### config.mk
export PLATFORM = sky130hd
export DESIGN_NAME = seg_capture
export DESIGN_NICKNAME = d
export VERILOG_FILES = /design/src/rtl/seg_capture.sv
export SDC_FILE = /design/constraint.sdc
export NUM_CORES = 1
export LEC_CHECK = 0
export BUFFER_PORTS_ARGS = -buffer_cell sky130_fd_sc_hd__buf_4
export CORE_UTILIZATION = 57
export CTS_CLUSTER_SIZE = 30
export DETAILED_ROUTE_END_ITERATION = 8
export PLACE_DENSITY = 0.76
export SYNTH_ARGS = -nofsm -noshare
export SYNTH_HDL_FRONTEND = slang
export SYNTH_SLANG_ARGS = --single-unit
### constraint.sdc
create_clock -name clk -period 3.2 [get_ports clk]
set_input_delay 0.16 -clock clk [delete_from_list [all_inputs] [get_ports clk]]
set_output_delay 0.16 -clock clk [all_outputs]
set_load 0.03 [all_outputs]
### src/rtl/seg_capture.sv
// Readback receiver for the multiplexed active-low seven-segment bus: waits for each digit to settle,
// decodes it into its slot and publishes a frame once all four digits are seen. Optional: SEG_CAPTURE_DP_EN.
module seg_capture #(
   parameter int unsigned SETTLE = 16
) (
   input  logic       clk,
   input  logic       rst_n,
   input  logic [3:0] an,
   input  logic [6:0] seg,
   input  logic       dp,
   output logic [3:0] min_l,
   output logic [3:0] min_r,
   output logic [3:0] sec_l,
   output logic [3:0] sec_r,
   output logic [3:0] err,
   output logic [3:0] dp_out,
   output logic       frame_valid
);

   localparam int unsigned CW = $clog2(SETTLE + 1);
   localparam int unsigned IW = 12;
   localparam logic [CW-1:0] SETTLE_C = CW'(SETTLE);

   // Returns {err, code}
   function automatic logic [4:0] decode(input logic [6:0] s);
      case (s)
         7'h40:   decode = 5'h00;
         7'h79:   decode = 5'h01;
         7'h24:   decode = 5'h02;
         7'h30:   decode = 5'h03;
         7'h19:   decode = 5'h04;
         7'h12:   decode = 5'h05;
         7'h02:   decode = 5'h06;
         7'h78:   decode = 5'h07;
         7'h00:   decode = 5'h08;
         7'h10:   decode = 5'h09;
         7'h7F:   decode = 5'h0B;
         default: decode = 5'h1F;
      endcase
   endfunction

   // With the feature off, dp is forced high so it never disturbs the stability compare
   logic dp_eff_c;
`ifdef SEG_CAPTURE_DP_EN
   assign dp_eff_c = dp;
`else
   logic unused_dp;
   assign unused_dp = dp;
   assign dp_eff_c  = 1'b1;
`endif

   logic [IW-1:0]   prev_q, prev_d;
   logic [CW-1:0]   cnt_q, cnt_d;
   logic            sampled_q, sampled_d;
   logic [3:0]      seen_q, seen_d;
   logic [3:0][3:0] slot_code_q, slot_code_d;
   logic [3:0]      slot_err_q, slot_err_d;
   logic [3:0]      slot_dp_q, slot_dp_d;
   logic [3:0][3:0] out_code_q, out_code_d;
   logic [3:0]      out_err_q, out_err_d;
   logic [3:0]      out_dp_q, out_dp_d;
   logic            fv_q, fv_d;

   logic [IW-1:0] cur_c;
   logic          sel_ok_c;
   logic          changed_c;
   logic [CW-1:0] cnt_inc_c;
   logic          sample_c;
   logic [4:0]    dec_c;

   assign cur_c     = {an, seg, dp_eff_c};
   assign sel_ok_c  = (an == 4'b1110) || (an == 4'b1101) || (an == 4'b1011) || (an == 4'b0111);
   assign changed_c = (cur_c != prev_q);
   assign cnt_inc_c = (cnt_q == SETTLE_C) ? cnt_q : cnt_q + CW'(1);
   assign sample_c  = sel_ok_c && !changed_c && !sampled_q && (cnt_inc_c == SETTLE_C);
   assign dec_c     = decode(seg);

   // Settle tracking, slot capture and frame publication
   always_comb begin
      prev_d      = cur_c;
      cnt_d       = cnt_q;
      sampled_d   = sampled_q;
      seen_d      = seen_q;
      slot_code_d = slot_code_q;
      slot_err_d  = slot_err_q;
      slot_dp_d   = slot_dp_q;
      out_code_d  = out_code_q;
      out_err_d   = out_err_q;
      out_dp_d    = out_dp_q;
      fv_d        = 1'b0;

      if (!sel_ok_c || changed_c) begin
         cnt_d     = '0;
         sampled_d = 1'b0;
      end else begin
         cnt_d = cnt_inc_c;
      end

      // Frame completion is handled before the slot write so a coincident sample opens the next frame
      if (seen_q == 4'hF) begin
         out_code_d = slot_code_q;
         out_err_d  = slot_err_q;
         out_dp_d   = slot_dp_q;
         fv_d       = 1'b1;
         seen_d     = 4'h0;
      end

      if (sample_c) begin
         sampled_d = 1'b1;
         for (int i = 0; i < 4; i++) begin
            if (!an[i]) begin
               slot_code_d[i] = dec_c[3:0];
               slot_err_d[i]  = dec_c[4];
               slot_dp_d[i]   = ~dp_eff_c;
               seen_d[i]      = 1'b1;
            end
         end
      end
   end

   always_ff @(posedge clk or negedge rst_n) begin
      if (!rst_n) begin
         prev_q      <= '1;
         cnt_q       <= '0;
         sampled_q   <= 1'b0;
         seen_q      <= '0;
         slot_code_q <= '0;
         slot_err_q  <= '0;
         slot_dp_q   <= '0;
         out_code_q  <= '0;
         out_err_q   <= '0;
         out_dp_q    <= '0;
         fv_q        <= 1'b0;
      end else begin
         prev_q      <= prev_d;
         cnt_q       <= cnt_d;
         sampled_q   <= sampled_d;
         seen_q      <= seen_d;
         slot_code_q <= slot_code_d;
         slot_err_q  <= slot_err_d;
         slot_dp_q   <= slot_dp_d;
         out_code_q  <= out_code_d;
         out_err_q   <= out_err_d;
         out_dp_q    <= out_dp_d;
         fv_q        <= fv_d;
      end
   end

   assign min_l       = out_code_q[3];
   assign min_r       = out_code_q[2];
   assign sec_l       = out_code_q[1];
   assign sec_r       = out_code_q[0];
   assign err         = out_err_q;
   assign dp_out      = out_dp_q;
   assign frame_valid = fv_q;

endmodule

==> flow_metrics.py, run 1 <==
metrics = {
    "outcome": {
        "outcome": "finished, final reports clean",
    },
    "timing": {
        "fin_crit_sh_pct": 80.43,
        "fmax_mhz": 388.6,
        "period_minus_slack_ns": 2.574,
        "fin_skew_ns": 0.01126,
        "maxSlewViolCount": 0,
        "rsz0062_at_grt": "no",
        "slew_headroom_pct": 50.34,
        "setup_violations": 0,
        "setup_tns_ns": 0,
        "hold_violations": 0,
        "tightest_slew_ns": 0.7449,
        "holdWs_ns": 0.4381,
    },
    "cts": {
        "cts_tree": "yes",
        "numCtsBuffers": 9,
        "cts_sinks": 62,
        "htree_levels": 3,
        "clock_latency_ns": 0.33,
        "clock_path_buffers": 2,
        "clk_pin_slew_worst_paths_ns": 0.07,
        "cts_root_buf": "clkbuf_8",
        "post_cts_buffers": 0,
    },
    "logic_synthesis": {
        "avgSynthCellArea_um2": 11.43,
        "ys_seq_area_share_pct": 54.99,
        "ys_ff_latch": 62,
        "synth_area_leaders": "dfrtp_1 45%, dfstp_2 10%, nand2_1 8.4%",
        "ys_types": 46,
        "synth_xor_xnor_area_share_pct": 4.923,
        "synthCells": 249,
        "synth.area.mux_share_pct": 8.308,
        "netlist_area_um2": 2846,
        "synthSimpleGateAreaFrac_pct": 21.19,
        "synth.largest_area_cell": "dfrtp_1",
        "synth_compound_gate_area_share_pct": 6.198,
        "synthAdderAreaFrac_pct": 0.8791,
        "synth_top_area_share_pct": 44.84,
        "ys_warn_count": 0,
        "synth_top_family_by_area": "simple AND/OR/NAND/NOR gates",
    },
    "pwr": {
        "leakagePower_nw": 1.656,
        "vdd_drop_max_mv": 0.3291,
        "power.density_nw_per_um2": 437.4,
    },
    "worst_setup_path": {
        "cp.required_ns": 3.42,
        "max_stage_delay_ns": 0.48,
        "worstPathArrival_ns": 2.79,
        "crit_chain": "inv_1, ha_1, nand3b_4, or3_4, a311o_4, nor4_4, mux2_2",
        "worstPathMaxFanout": 8,
        "criticalPathCategory": "reg -> reg",
        "reg2reg_slack_ns": 0.63,
        "critPathTopFamily": "simple AND/OR/NAND/NOR gates",
        "cp.buffers_inverters": 1,
        "cp-start-kind": "flop",
        "worstSetupEndpointType": "flop",
        "cp.depth": 7,
        "crit_path_top_delay_cell": "a311o_4",
        "reg2regPathDepth": 7,
    },
    "floorplan": {
        "rows": 25,
        "ioPinCount": 39,
        "coreArea_um2": 4755,
        "dieArea_um2": 5280,
        "die_w_um": 72.67,
        "fp.dieH_um": 72.67,
        "initial_core_util_pct": 59.87,
    },
    "global_routing": {
        "grt_pass1_vias": 1803,
        "grt_use_total_pct": 20.76,
        "antenna_found_initial": 0,
        "gr-total-overflow": 0,
        "grt_first_pass_wirelength_mm": 8.217,
        "grt_max_degree": 63,
    },
    "finish": {
        "fill_cells": 365,
        "drive_gt1_share_pct": 32.44,
        "area_growth_pct": 19.96,
        "nets": 311,
        "diodes": 0,
    },
    "routing": {
        "ant_nets": 0,
        "dr.pass1.iters": 4,
        "drt_iter0_drc": 94,
        "wl_met3_um": 142,
        "wl_mm": 4.916,
        "via_count": 1921,
        "routedWlPerCell_um": 13.43,
        "route.met2.wl_mm": 2.432,
        "via_per_inst": 5.249,
        "highest_layer": "met4",
        "wl_met1_mm": 2.259,
        "post-route-drc-count": 0,
    },
    "place": {
        "dp_hpwl_mm": 3.312,
        "port_buffers": 33,
        "gp_congestion": 0.8494,
    },
    "flow_run": {
        "drv_cap": 0,
    },
    "min_path": {
        "hold_class": "in -> async",
    },
}
where the power goes:
group	internal, W	switching, W	total [W]
clock	0.000318	0.000285	0.000603
sequential	0.000796	0.00000299	0.000799
combinational	0.0000345	0.0000568	0.0000912
total	0.00115	0.000345	0.00149
per-stage QoR:
step	worst slack, ns	area, um2	total power [W]	util, %	std cells
after CTS	0.6277	3415	0.001505	71.82	366
after floorplan	0.8680	2858	0.0008581	-	252
after detailed placement	0.6455	3119	0.0008940	65.61	339
final	0.6264	3415	0.001494	71.82	366
after global routing	0.5121	3415	0.001542	71.82	366
after global placement	0.6591	3119	0.0008921	65.61	339
area by class of cell:
cell class / instances / area, um2 / area share, %
multi-input cells: 171 / 1196 / 35.03
flip-flops and latches: 62 / 1565 / 45.84
clock inverters: 3 / 20.02 / 0.5863
well taps: 67 / 83.83 / 2.455
inverters: 5 / 18.77 / 0.5497
repair buffers: 46 / 375.4 / 10.99
clock buffers: 12 / 155.1 / 4.544
final timing paths:
kind / from / end
setup / recovery: cnt_q[0] / slot_code_q[7]
hold / removal: rst_n / frame_valid
setup reg to reg: cnt_q[0] / slot_code_q[7]
hold reg to reg: slot_code_q[6] / sec_l[2]
max in group asynchronous: rst_n / seen_q[3]
min in group clk: slot_code_q[6] / sec_l[2]
kinds of logic (layout without fill, tap and decap cells):
kind of cell               after synthesis  count (layout)
muxes                                   21              21
DFF                                     62              62
adders and majority gates                2               2
buffers and inverters                   19              66
and+or+nand+nor                        109             109
other                                    1               4
AOI/OAI and AO/OA                       19              19
xor gates and xnor gates                16              16
cells in the final DEF (no fill, tap or decap), types with 6 or more instances in the layout:
cell	synthesis	layout
nand2_1	64	64
dfstp_2	11	11
nor2_1	9	9
xor2_1	14	14
clkbuf_8	0	11
nand3_1	6	6
buf_4	4	34
dfrtp_1	51	51
dlygate4sd3_1	0	12
mux2_2	21	21
sequential cells by signal, indices dropped and copies added, names as in the netlist:
| signal | cells |
|---|---|
| slot_err_q | 4 |
| err | 4 |
| sec_r | 4 |
| prev_q | 11 |
| sec_l | 4 |
| min_l | 4 |
| sampled_q | 1 |
| seen_q | 4 |
| cnt_q | 5 |
| slot_code_q | 16 |
| min_r | 4 |
| frame_valid | 1 |
per-layer routing:
layer	GRT usage (%)	up-vias
met2	33.96	44
met4	9.804	0
met3	4.144	7
met1	26.72	946
li1	-	924
met5	0	-
synthesized netlist by cell type, drive strengths merged:
cell type / number
a21boi: 1
and2b: 1
and3b: 3
o21ai: 5
or2: 1
mux2: 21
a21oi: 1
xnor2: 2
dfrtp: 51
nor3: 3
nand4: 2
o221ai: 1
nand3b: 2
nand4b: 2
o211a: 1
nor2: 9
o211ai: 2
nand2: 64
nor4: 7
ha: 2
a21o: 4
nor3b: 2
inv: 5
xor2: 14
a311o: 1
and4: 1
buf: 6
conb: 1
and3: 3
o2111ai: 2
or3: 2
clkbuf: 8
a2bb2oi: 1
dfstp: 11
or4: 1
nand3: 6
timing repair:
item	4_1_cts	5_1_grt
gates resized for setup	0	0
hold buffers	12	0
endpoints found under the hold margin	62	0
No activity file was read; power rests on OpenSTA's default activity.
==> run 2: changes to the inputs <==
CORE_UTILIZATION = 51   (was 57)
PLACE_DENSITY = 0.72   (was 0.76)
clock period = 2.1 ns   (was 3.2 ns; I/O delays follow)
==> run 2 against run 1 <==
Net effect: largest cell class unchanged; flip-flop and latch count unchanged; clock power up 67%; critical path type unchanged; worst setup slack worse by 0.76 ns; routed wire length up 8.7%; via count up 2.7%; count of clock-buffer cells in the layout down 2; sequential power up 53%; largest power group unchanged; fmax up 15%; the flow now finishes with violations (negative setup slack); die area up 11%.
==> flow_metrics.py, run 2 (same netlist as run 1, synthesis figures left out) <==
metrics = {
    "flow_run": {
        "drv_cap": 0,
    },
    "routing": {
        "post-route-drc-count": 0,
        "wl_mm": 5.342,
        "via_count": 1973,
        "routedWlPerCell_um": 13.88,
        "via_per_inst": 5.125,
        "dr.pass1.iters": 4,
        "ant_nets": 0,
        "drt_iter0_drc": 113,
    },
    "finish": {
        "fill_cells": 409,
        "area_growth_pct": 27.52,
        "regMostFlops": "slot_code_q",
        "utilization_pct": 69.30,
        "nets": 326,
        "largestRegisters": "slot_code_q: 16 flops, prev_q: 11 flops, cnt_q: 5 flops",
        "mostFrequentLayoutCell": "nand2_1",
        "drive_gt1_share_pct": 37.14,
        "final_cell_mix": "64 x nand2_1, 51 x dfrtp_1, 47 x buf_4, 16 x mux2_4, 14 x xor2_1",
        "largest_register_ffs": 16,
        "diodes": 0,
        "final_area_um2": 3630,
    },
    "worst_setup_path": {
        "criticalPathCategory": "reg -> reg",
        "r2r-end": "slot_code_q[12]",
        "crit_chain": "inv_2, ha_4, nand3b_4, or3_4, a311o_4, nor4_4, buf_4, mux2_2",
        "cp-start-kind": "flop",
        "crit_path_top_delay_cell": "dfrtp_1",
        "reg2regPathDepth": 8,
        "worstSetupEndpointType": "flop",
        "worstPathArrival_ns": 2.45,
        "worstPathMaxFanout": 6,
        "rr_startpoint": "cnt_q[0]",
        "crit_end": "slot_code_q[12]",
        "startpoint": "cnt_q[0]",
        "reg2reg_slack_ns": -0.13,
        "max_stage_delay_ns": 0.41,
        "cp.required_ns": 2.32,
    },
    "floorplan": {
        "die_w_um": 76.71,
        "fp.dieH_um": 76.71,
        "rows": 26,
        "ioPinCount": 39,
        "coreArea_um2": 5238,
        "initial_core_util_pct": 54.35,
        "dieArea_um2": 5884,
    },
    "cts": {
        "cts_tree": "yes",
        "cts_sinks": 62,
        "clock_latency_ns": 0.34,
        "cts_root_buf": "clkbuf_8",
        "clock_path_buffers": 2,
        "clk_pin_slew_worst_paths_ns": 0.07,
        "htree_levels": 3,
        "numCtsBuffers": 9,
    },
    "global_routing": {
        "busiest_layer": "met2",
        "use_met2_pct": 32.05,
        "grt_use_met3_pct": 3.929,
        "gr-total-overflow": 0,
        "antenna_found_initial": 0,
        "grt_use_total_pct": 20.52,
        "grt_pass1_vias": 1950,
        "grt_first_pass_wirelength_mm": 9.315,
        "grt.met1_usage_pct": 27.81,
        "grt_max_degree": 63,
    },
    "timing": {
        "setup_ws_ns": -0.1318,
        "period_minus_slack_ns": 2.232,
        "setup_violations": 20,
        "setup_tns_ns": -1.666,
        "fmax_mhz": 448.1,
        "fin_skew_ns": 0.01261,
        "tightest_slew_ns": 0.7524,
        "hold_violations": 0,
        "fin_crit_sh_pct": 106.3,
        "maxSlewViolCount": 0,
        "slew_headroom_pct": 49.84,
        "rsz0062_at_grt": "yes",
        "holdWs_ns": 0.02665,
    },
    "place": {
        "gp_congestion": 0.7943,
        "port_buffers": 33,
        "dp_hpwl_mm": 3.456,
        "place_area_um2": 3236,
    },
    "min_path": {
        "hold_class": "in -> reg",
    },
    "pwr": {
        "leakagePower_nw": 1.767,
        "vdd_drop_max_mv": 0.4016,
        "power.density_nw_per_um2": 653.4,
    },
    "outcome": {
        "outcome": "complete, but fails checks",
        "violations": "negative setup slack",
    },
}
run 2: cell types whose count changed in the layout (fill, tap and decap cells not counted), sizes merged:
cell         before  now
dlygate4sd3      12   11
clkinv            1    5
buf              34   50
bufinv            0    1
clkbuf           12   10
clkinvlp          2    0
run 2: what timing repair did:
action,in CTS,in global routing
resized for setup,19,4
endpoints found under the setup margin,20,20
hold buffers,11,0
hold endpoints to repair,61,0
pin swaps,1,0
setup buffers,0,2
run 2: how the worst min path moves through the flow:
stage / start / end / slack [ns] / depth (start not counted)
3_5_place_dp: rst_n / err[1] / 0.23 / 1
3_3_place_gp: rst_n / sec_l[1] / 0.22 / 1
2_1_floorplan: rst_n / cnt_q[0] / -0.19 / 0
6_report: seg[0] / prev_q[1] / 0.03 / 2
4_1_cts: seg[0] / prev_q[1] / 0.02 / 2
5_1_grt: seg[0] / prev_q[1] / 0.02 / 2
run 2: metrics by stage:
stage               instances  worst slack [ns]  total power [W]
floorplan                 252           -0.2320         0.001308
global placement          357           -0.2096         0.001364
detailed placement        357           -0.2627         0.001366
CTS                       384           -0.1957         0.002384
global route              385           -0.2457         0.002448
finish                    385           -0.1318         0.002372
run 2: routing by layer:
layer,vias up,routed length [um]
li1,962,-
met1,968,2563
met2,34,2533
met3,9,160
met4,0,85
met5,-,0
run 2: worst max-delay path: cells and delay by family (launching register included):
| family | cells | cell delay (ns) |
|---|---|---|
| AND/OR/NAND/NOR | 3 | 0.57 |
| AO/OA/AOI/OAI | 1 | 0.38 |
| buffers and inverters | 2 | 0.29 |
| flip-flops | 1 | 0.41 |
| multiplexers | 1 | 0.34 |
| adder cells (fa/ha/maj) | 1 | 0.14 |
run 2: final cells by class:
| type | count | area [um2] | share of cell area, % |
|---|---|---|---|
| Sequential cell | 62 | 1565 | 43.12 |
| Multi-Input combinational cell | 171 | 1271 | 35.02 |
| Timing Repair Buffer | 61 | 496.7 | 13.68 |
| Clock buffer | 10 | 127.6 | 3.516 |
| Tap cell | 70 | 87.58 | 2.413 |
| Clock inverter | 6 | 62.56 | 1.724 |
| Inverter | 5 | 18.77 | 0.5171 |
run 2: power breakdown:
group	total, W	internal [W]	switching, W
Clock	0.00101	0.000546	0.000466
Combinational	0.000142	0.0000546	0.0000876
Sequential	0.00122	0.00121	0.00000441
==> run 3: changes to the inputs <==
ABC_AREA = 1   (was default)
CORE_UTILIZATION = 52   (was 51)
PLACE_DENSITY = 0.73   (was 0.72)
==> run 3 against run 2 <==
Net effect: the run now ends clean; final cell count increased by 37%; die area up 3.5%; core utilization shrank 3.3 points; critical endpoint is now slot_code_q[8].
==> flow_metrics.py, run 3 <==
metrics = {
    "logic_synthesis": {
        "synth.largest_area_cell": "dfrtp_1",
        "synth_edf_count": 0,
        "synthCells": 400,
        "synth_most_common_cell": "nand2_1",
        "ys_seq_area_share_pct": 52.04,
        "synth_area_leaders": "dfrtp_1 42%, nand2_1 24%, dfstp_2 9.6%",
        "ys_warn_count": 0,
        "avgSynthCellArea_um2": 7.520,
        "ys_ff_latch": 62,
        "synth_commonest_cells": "195 x nand2_1, 51 x dfrtp_1, 33 x inv_1",
        "ys_types": 23,
        "netlist_area_um2": 3008,
        "synth-main-ff-cell": "dfrtp_1",
        "synth_top_area_share_pct": 42.43,
        "synth-async-reset-ratio_pct": 100.0,
    },
    "place": {
        "gp_congestion": 0.8159,
        "port_buffers": 33,
        "dp_hpwl_mm": 4.053,
        "dp.cells": 499,
    },
    "worst_setup_path": {
        "worstPathMaxFanout": 10,
        "worstPathArrival_ns": 2.14,
        "cpMostUsedCell": "nand2_1",
        "cp-start-kind": "flop",
        "criticalPathCategory": "reg -> reg",
        "crit_chain": "inv_1, ha_1, nand3_1, nand2_1, nand2_1, nand2_1, nor2_2, inv_2, nor2_2, nand3_1, nand2_1",
        "worstSetupEndpointType": "flop",
        "max_stage_delay_ns": 0.39,
        "crit_path_top_delay_cell": "dfrtp_1",
        "critPathTopFamily": "simple AND/OR/NAND/NOR gates",
        "cp.required_ns": 2.38,
        "cp.buffers_inverters": 2,
    },
    "pwr": {
        "netSwitchingFraction_pct": 23.01,
        "vdd_drop_max_mv": 0.3889,
        "seq_power_share_pct": 46.8,
        "p_clk_share_pct": 46.4,
        "leakagePower_nw": 2.116,
        "netSwitchingPower_w": 0.0005993,
        "share_comb_of_total_power_pct": 6.9,
        "power.internal_w": 0.002005,
        "power.density_nw_per_um2": 712.4,
    },
    "finish": {
        "final_cell_mix": "195 x nand2_1, 51 x dfrtp_1, 34 x buf_4, 33 x inv_1, 32 x nand3_1",
        "largest_register_ffs": 16,
        "fill_cells": 501,
        "diodes": 0,
        "drive_gt1_share_pct": 17.76,
        "final-instance-count-excl-fill": 528,
        "area_growth_pct": 21.55,
        "regMostFlops": "slot_code_q",
        "mostFrequentLayoutCell": "nand2_1",
        "utilization_pct": 65.99,
        "largestRegisters": "slot_code_q: 16 flops, prev_q: 11 flops, cnt_q: 5 flops",
        "nets": 467,
    },
    "floorplan": {
        "initial_core_util_pct": 54.29,
        "ioPinCount": 39,
        "fp.dieH_um": 78.06,
        "dieArea_um2": 6093,
        "die_w_um": 78.06,
        "rows": 27,
        "coreArea_um2": 5540,
    },
    "routing": {
        "via_count": 2565,
        "via_per_inst": 4.858,
        "dr.pass1.iters": 4,
        "post-route-drc-count": 0,
        "routedWlPerCell_um": 11.44,
        "wl_mm": 6.038,
        "ant_nets": 0,
        "drt_iter0_drc": 147,
    },
    "timing": {
        "hold_violations": 0,
        "tightest_slew_ns": 0.7644,
        "slew_headroom_pct": 49.04,
        "fmax_mhz": 535.7,
        "maxSlewViolCount": 0,
        "setup_tns_ns": 0,
        "rsz0062_at_grt": "no",
        "setup_violations": 0,
        "fin_skew_ns": 0.006251,
        "period_minus_slack_ns": 1.867,
        "fin_crit_sh_pct": 88.90,
    },
    "cts": {
        "cts_tree": "yes",
        "cts_root_buf": "clkbuf_8",
        "clock_path_buffers": 2,
        "clk_pin_slew_worst_paths_ns": 0.07,
        "htree_levels": 3,
        "cts_sinks": 62,
        "post_cts_buffers": 0,
        "numCtsBuffers": 9,
        "clock_latency_ns": 0.34,
        "cts_resized": 0,
    },
    "flow_run": {
        "drv_cap": 0,
    },
    "global_routing": {
        "grt_first_pass_wirelength_mm": 10.56,
        "antenna_found_initial": 0,
        "grt_max_degree": 63,
        "grt_pass1_vias": 2451,
        "gr-total-overflow": 0,
        "grt_use_total_pct": 22.24,
    },
    "min_path": {
        "hold_class": "in -> async",
    },
    "outcome": {
        "outcome": "finished, final reports clean",
    },
}
==> run 3: power by group through the flow <==
stage          logic (W)  registers, W  clock network [W]
2_1_floorplan  0.0000942       0.00124                  0
3_3_place_gp    0.000158       0.00124                  0
3_5_place_dp    0.000161       0.00124                  0
4_1_cts         0.000181       0.00122            0.00122
5_1_grt         0.000204       0.00122            0.00127
6_report        0.000178       0.00122            0.00121
==> run 3: logic make-up after synthesis <==
group                      synth area share (%)
other                                    0.1247
DFF                                       52.04
buffers and inverters                     7.487
xor gates and xnor gates                  1.123
adders and majority gates                0.8318
and+or+nand+nor                           37.90
AOI/OAI and AO/OA                        0.4990
==> run 3: per-stage QoR <==
stage               setup WS (ns)  cell area (um2)  hold WS, ns  power [W]
finish                     0.2331             3656       0.3732   0.002605
global route              0.03984             3656       0.4440   0.002697
CTS                        0.1981             3650       0.4131   0.002620
detailed placement         0.2167             3297       0.2283   0.001402
global placement           0.2668             3297       0.2263   0.001398
floorplan                  0.5552             3019      -0.1906   0.001334
==> run 3: timing repair <==
| item | CTS | global route |
|---|---|---|
| setup endpoints to repair | 0 | 7 |
| endpoints found under the hold margin | 62 | 0 |
| hold buffers | 12 | 0 |
==> run 3: final timing paths <==
kind / startpoint / endpoint / slack, ns / depth (start not counted)
worst max-delay path: cnt_q[0] / slot_code_q[8] / 0.23 / 11
worst min-delay path: rst_n / frame_valid / 0.37 / 2
worst max register to register: cnt_q[0] / slot_code_q[8] / 0.23 / 11
worst min register to register: slot_code_q[3] / sec_r[3] / 0.47 / 2
max in group asynchronous: rst_n / cnt_q[2] / 1.21 / 2
min in group clk: an[1] / prev_q[9] / 0.44 / 2
==> run 3: metal layers <==
| metal | track usage, % | up-vias | part of all wire, % |
|---|---|---|---|
| met4 | 6.111 | 0 | 1.3 |
| li1 | - | 1319 | - |
| met3 | 5.581 | 10 | 3.8 |
| met2 | 38.68 | 49 | 49 |
| met1 | 27.45 | 1187 | 46 |
| met5 | 0 | - | 0 |
==> run 3: layout make-up <==
| type | count | area [um2] | area share (%) |
|---|---|---|---|
| Sequential cell | 62 | 1565 | 42.81 |
| Multi-Input combinational cell | 290 | 1235 | 33.78 |
| Timing Repair Buffer | 46 | 375.4 | 10.27 |
| Inverter | 42 | 157.7 | 4.312 |
| Clock buffer | 11 | 151.4 | 4.141 |
| Tap cell | 72 | 90.09 | 2.464 |
| Clock inverter | 5 | 81.33 | 2.225 |
